===== src/rtl/debounce_scan_scheduler.sv =====
// Multi-channel debouncer: one shared compare/count datapath, round-robin scanned across channels.
// Optional sticky glitch flags are built when DEBOUNCE_GLITCH_DETECT_EN is defined.
module debounce_scan_scheduler #(
   parameter int CHANNELS = 4,
   parameter int WAITTIME = 3,
   parameter int CNT_W    = 3,
   parameter int IDX_W    = 2
) (
   input  logic                clk,
   input  logic                reset_n,
   input  logic [CHANNELS-1:0] noisysignal,
   input  logic                scan_en,
   output logic [CHANNELS-1:0] conditioned,
   output logic [CHANNELS-1:0] positiveedge,
   output logic [CHANNELS-1:0] negativeedge,
   output logic [IDX_W-1:0]    scan_idx,
   input  logic                glitch_clr,
   output logic [CHANNELS-1:0] glitch
);

   logic [CHANNELS-1:0] r_sync1;
   logic [CHANNELS-1:0] r_sync2;
   logic [CHANNELS-1:0] r_cond;
   logic [CHANNELS-1:0] r_pos;
   logic [CHANNELS-1:0] r_neg;
   logic [CNT_W-1:0]    r_count [CHANNELS];
   logic [IDX_W-1:0]    r_scanIdx;

   logic                w_svcSync;
   logic                w_svcCond;
   logic [CNT_W-1:0]    w_svcCount;
   logic                w_differ;
   logic                w_expire;
   logic                w_reject;
   logic [IDX_W-1:0]    w_nextIdx;

   // Operands of the channel currently owning the shared datapath
   always_comb begin
      w_svcSync  = r_sync2[r_scanIdx];
      w_svcCond  = r_cond[r_scanIdx];
      w_svcCount = r_count[r_scanIdx];
      w_differ   = w_svcSync != w_svcCond;
      w_expire   = w_svcCount == CNT_W'(WAITTIME - 1);
      w_reject   = scan_en && !w_differ && (w_svcCount != '0);
      w_nextIdx  = (r_scanIdx == IDX_W'(CHANNELS - 1)) ? '0 : r_scanIdx + IDX_W'(1);
   end

   always_ff @(posedge clk) begin
      if (!reset_n) begin
         r_sync1 <= '0;
         r_sync2 <= '0;
      end else begin
         r_sync1 <= noisysignal;
         r_sync2 <= r_sync1;
      end
   end

   always_ff @(posedge clk) begin
      if (!reset_n) begin
         r_scanIdx <= '0;
      end else if (scan_en) begin
         r_scanIdx <= w_nextIdx;
      end
   end

   // Edge pulses are registered alongside the conditioned bit so both move on the same edge
   always_ff @(posedge clk) begin
      if (!reset_n) begin
         r_cond <= '0;
         r_pos  <= '0;
         r_neg  <= '0;
         for (int k = 0; k < CHANNELS; k++) begin
            r_count[k] <= '0;
         end
      end else begin
         r_pos <= '0;
         r_neg <= '0;
         if (scan_en) begin
            if (w_differ) begin
               if (w_expire) begin
                  r_cond[r_scanIdx]  <= w_svcSync;
                  r_count[r_scanIdx] <= '0;
                  r_pos[r_scanIdx]   <= w_svcSync;
                  r_neg[r_scanIdx]   <= ~w_svcSync;
               end else begin
                  r_count[r_scanIdx] <= w_svcCount + CNT_W'(1);
               end
            end else begin
               r_count[r_scanIdx] <= '0;
            end
         end
      end
   end

   assign conditioned  = r_cond;
   assign positiveedge = r_pos;
   assign negativeedge = r_neg;
   assign scan_idx     = r_scanIdx;

`ifdef DEBOUNCE_GLITCH_DETECT_EN
   logic [CHANNELS-1:0] r_glitch;
   logic [CHANNELS-1:0] w_setMask;

   always_comb begin
      w_setMask            = '0;
      w_setMask[r_scanIdx] = w_reject;
   end

   // A set in the same cycle as a clear survives the clear
   always_ff @(posedge clk) begin
      if (!reset_n) begin
         r_glitch <= '0;
      end else begin
         r_glitch <= (glitch_clr ? '0 : r_glitch) | w_setMask;
      end
   end

   assign glitch = r_glitch;
`else
   logic w_unusedGlitch;
   assign w_unusedGlitch = glitch_clr | w_reject;
   assign glitch         = '0;
`endif

endmodule


===== config.mk =====
export PLATFORM = sky130hd
export DESIGN_NAME = debounce_scan_scheduler
export DESIGN_NICKNAME = d
export VERILOG_FILES = /design/src/rtl/debounce_scan_scheduler.sv
export SDC_FILE = /design/constraint.sdc
export NUM_CORES = 1
export LEC_CHECK = 0
export ABC_AREA = 1
export CAP_MARGIN = 20
export CORE_MARGIN = 3
export CORE_UTILIZATION = 30
export CTS_BUF_LIST = sky130_fd_sc_hd__clkbuf_4
export CTS_CLUSTER_DIAMETER = 50
export DETAILED_ROUTE_END_ITERATION = 16
export PLACE_DENSITY = 0.51
export SETUP_SLACK_MARGIN = 0.05
export SYNTH_ARGS = -nofsm -noshare
export SYNTH_HDL_FRONTEND = slang
export SYNTH_SLANG_ARGS = --single-unit

===== constraint.sdc =====
create_clock -name clk -period 4.26 [get_ports clk]
set_input_delay 0.426 -clock clk [delete_from_list [all_inputs] [get_ports clk]]
set_output_delay 0.426 -clock clk [all_outputs]
set_load 0.01 [all_outputs]

==> flow_summary.yaml <==
detailed_routing:
  dr.pass1.iters: 4
  final_antenna_net_count: 0
  wl_per_cell_um: 10.1
  drt_first_iter_violations: 42
  via_per_inst: 4.07
  routed_wl_um: 2970
  vias: 1198
  drc: 0
layout:
  drive_gt1_share_pct: 11.2
  multiInputGateArea_um2: 662
  layout_common_cells: "nand2_1, inv_1, dfxtp_1, nor2_1, clkdlybuf4s50_1"
  nNetsFinal: 237
  ff_latch_area_um2: 841
  antenna_cells: 0
  final_area_um2: 2000
  final_common_cell: "nand2_1"
  n_fill_cell: 549
  final_core_util_pct: 38.2
  finalNonFillerCells: 294
  synthToLayoutAreaGrowth_pct: 20.3
worst_setup_path:
  critical_path.cell_chain: "clkdlybuf4s50_1"
  critPathCaptureType: "output pin"
  worstSetupPathType: "flip-flop to output pin"
  required_ns: 3.83
  arrival_ns: 1.55
  critPathTopFamily: "buffers and inverters"
  slowest_delay_ns: 0.63
  cp_num_buf_inv: 1
  critical_path.max_fanout: 10
  setup.worst_path.start_class: "flip-flop"
  slowest_stage: "clkdlybuf4s50_1"
grt:
  grt_use_met1_pct: 12.1
  use_met3_pct: 4.37
  overflow: 0
  antenna_found_initial: 0
  grt_busiest_layer: "met2"
  grt_max_degree: 19
  grtUsageTotal_pct: 10.6
  grt_pass1_wl_um: 5170
  first_global_vias: 1173
  met2_usage_pct: 17.1
clock_network:
  clock_latency_ns: 0.35
  cts_tree: "built"
  h-tree-depth: 2
  clk_path_buf_depth: 2
  cts-root-buf: "clkbuf_4"
  postCtsSetupBuffers: 0
  ctsResizeCount: 0
  ctsHoldBuffers: 0
  cts_sinks: 36
  clk_pin_slew_ns: 0.11
  cts_buffers: 5
floorplan:
  die_w_um: 80.5
  dieArea_um2: 6480
  rows: 26
  start_util_pct: 31.8
  num_io_pins: 26
  core_region_area_um2: 5240
  dieHeight_um: 80.5
timing:
  rsz0062_at_grt: "false"
  finClkSkew_ns: 0.0105
  min_period_ns: 1.97
  fmax_ghz: 0.507
  setup-violations-final: 0
  finalHoldViolCount: 0
  holdWs_ns: 0.420
  period_share_pct: 46.3
  fin_tns_setup_ns: 0
  drv_slew: 0
yosys:
  synth_seq_cells: 36
  ys_seq_area_share_pct: 50.5
  synth_cell_types: 23
  netlist_instances: 199
  synth.cell_area_um2: 1660
  syn_area_per_cell_um2: 8.36
  ys.warnings.count: 0
placed_design:
  io_buffers: 20
  dp.cells: 286
  dp_hpwl_um: 2250
  place_congestion: 0.761
  place_area_um2: 1920
worst_hold_path:
  hold_path_class: "flip-flop to flip-flop"
pwr:
  cellLeakagePower_uw: 0.00102
  power.density_nw_per_um2: 354
  ir_drop_v: 0.000194
outcome:
  status: "complete, no violations"
flow_run:
  maxCapViolCount: 0
stage by stage:
| stage | power, uW | setup WS, ns |
|---|---|---|
| 3_3_place_gp | 478 | 2.16 |
| 2_1_floorplan | 456 | 2.68 |
| 4_1_cts | 721 | 2.26 |
| 6_report | 709 | 2.29 |
| 5_1_grt | 751 | 2.18 |
| 3_5_place_dp | 478 | 2.15 |
power breakdown:
group,total [uW],internal [uW],switching [uW]
sequential,377,368,9.68
clock,240,122,117
combinational,91.9,33.7,58.2
flip-flops by register name, summed over array words and instances, names as in the netlist, named ones only:
register	count
r_count	12
conditioned	4
negativeedge	4
positiveedge	4
r_sync1	4
r_sync2	4
scan_idx	2
logic make-up (layout without fill, tap and decap cells):
logic type      Yosys count  count (layout)  share of synthesized area [%]
fa+ha+maj                 6               6                           4.51
compound gates            5               5                           1.65
buf+inv                  40              62                           10.4
other cells               1               4                          0.225
simple gates            111             111                           32.7
flops                    36              36                           50.5
worst paths after layout:
kind	start	to	slack [ns]	cells past startpoint
worst max-delay path	scan_idx[0]	scan_idx[0]	2.29	1
worst min-delay path	r_sync1[2]	r_sync2[2]	0.42	2
worst max register to register	flip-flop	r_count[1][2]	2.43	9
worst min register to register	r_sync1[2]	r_sync2[2]	0.42	2
area by class of cell:
type	instances	share of cell area [%]
flip-flops and latches	36	42.0
multi-input cells	126	33.1
repair buffers	21	10.4
inverters	33	6.19
well taps	70	4.38
clock inverters	3	2.13
clock buffers	5	1.88
worst min-delay path, cell delays in order (launching register included):
cell     delay, ns
dfxtp_1       0.32
nand2_1       0.04
inv_1         0.04
routing by layer:
| metal | vias to the layer above | routed length [um] |
|---|---|---|
| li1 | 652 | - |
| met1 | 523 | 1380 |
| met2 | 18 | 1390 |
| met3 | 5 | 153 |
| met4 | 0 | 56 |
| met5 | - | 0 |
cells in the mapped netlist:
library cell	count	area share, %
conb_1	1	0.23
nand2_2	2	0.75
buf_6	1	0.68
inv_2	3	0.68
nor2_4	1	0.68
nand2_1	63	14
nand3b_4	1	1.2
dfxtp_1	24	29
nand3b_2	1	0.68
edfxtp_1	12	22
inv_1	30	6.8
nand3_4	1	1.1
clkbuf_1	2	0.45
o21ai_0	3	0.90
nor2_8	1	1.2
buf_4	4	1.8
ha_1	6	4.5
o22ai_1	2	0.75
nand3_2	4	2.4
nand2_4	2	1.4
nor2_1	22	5.0
nand4_1	4	1.5
nand3_1	9	2.7
Note: power is estimated with default switching activity, not from simulation.
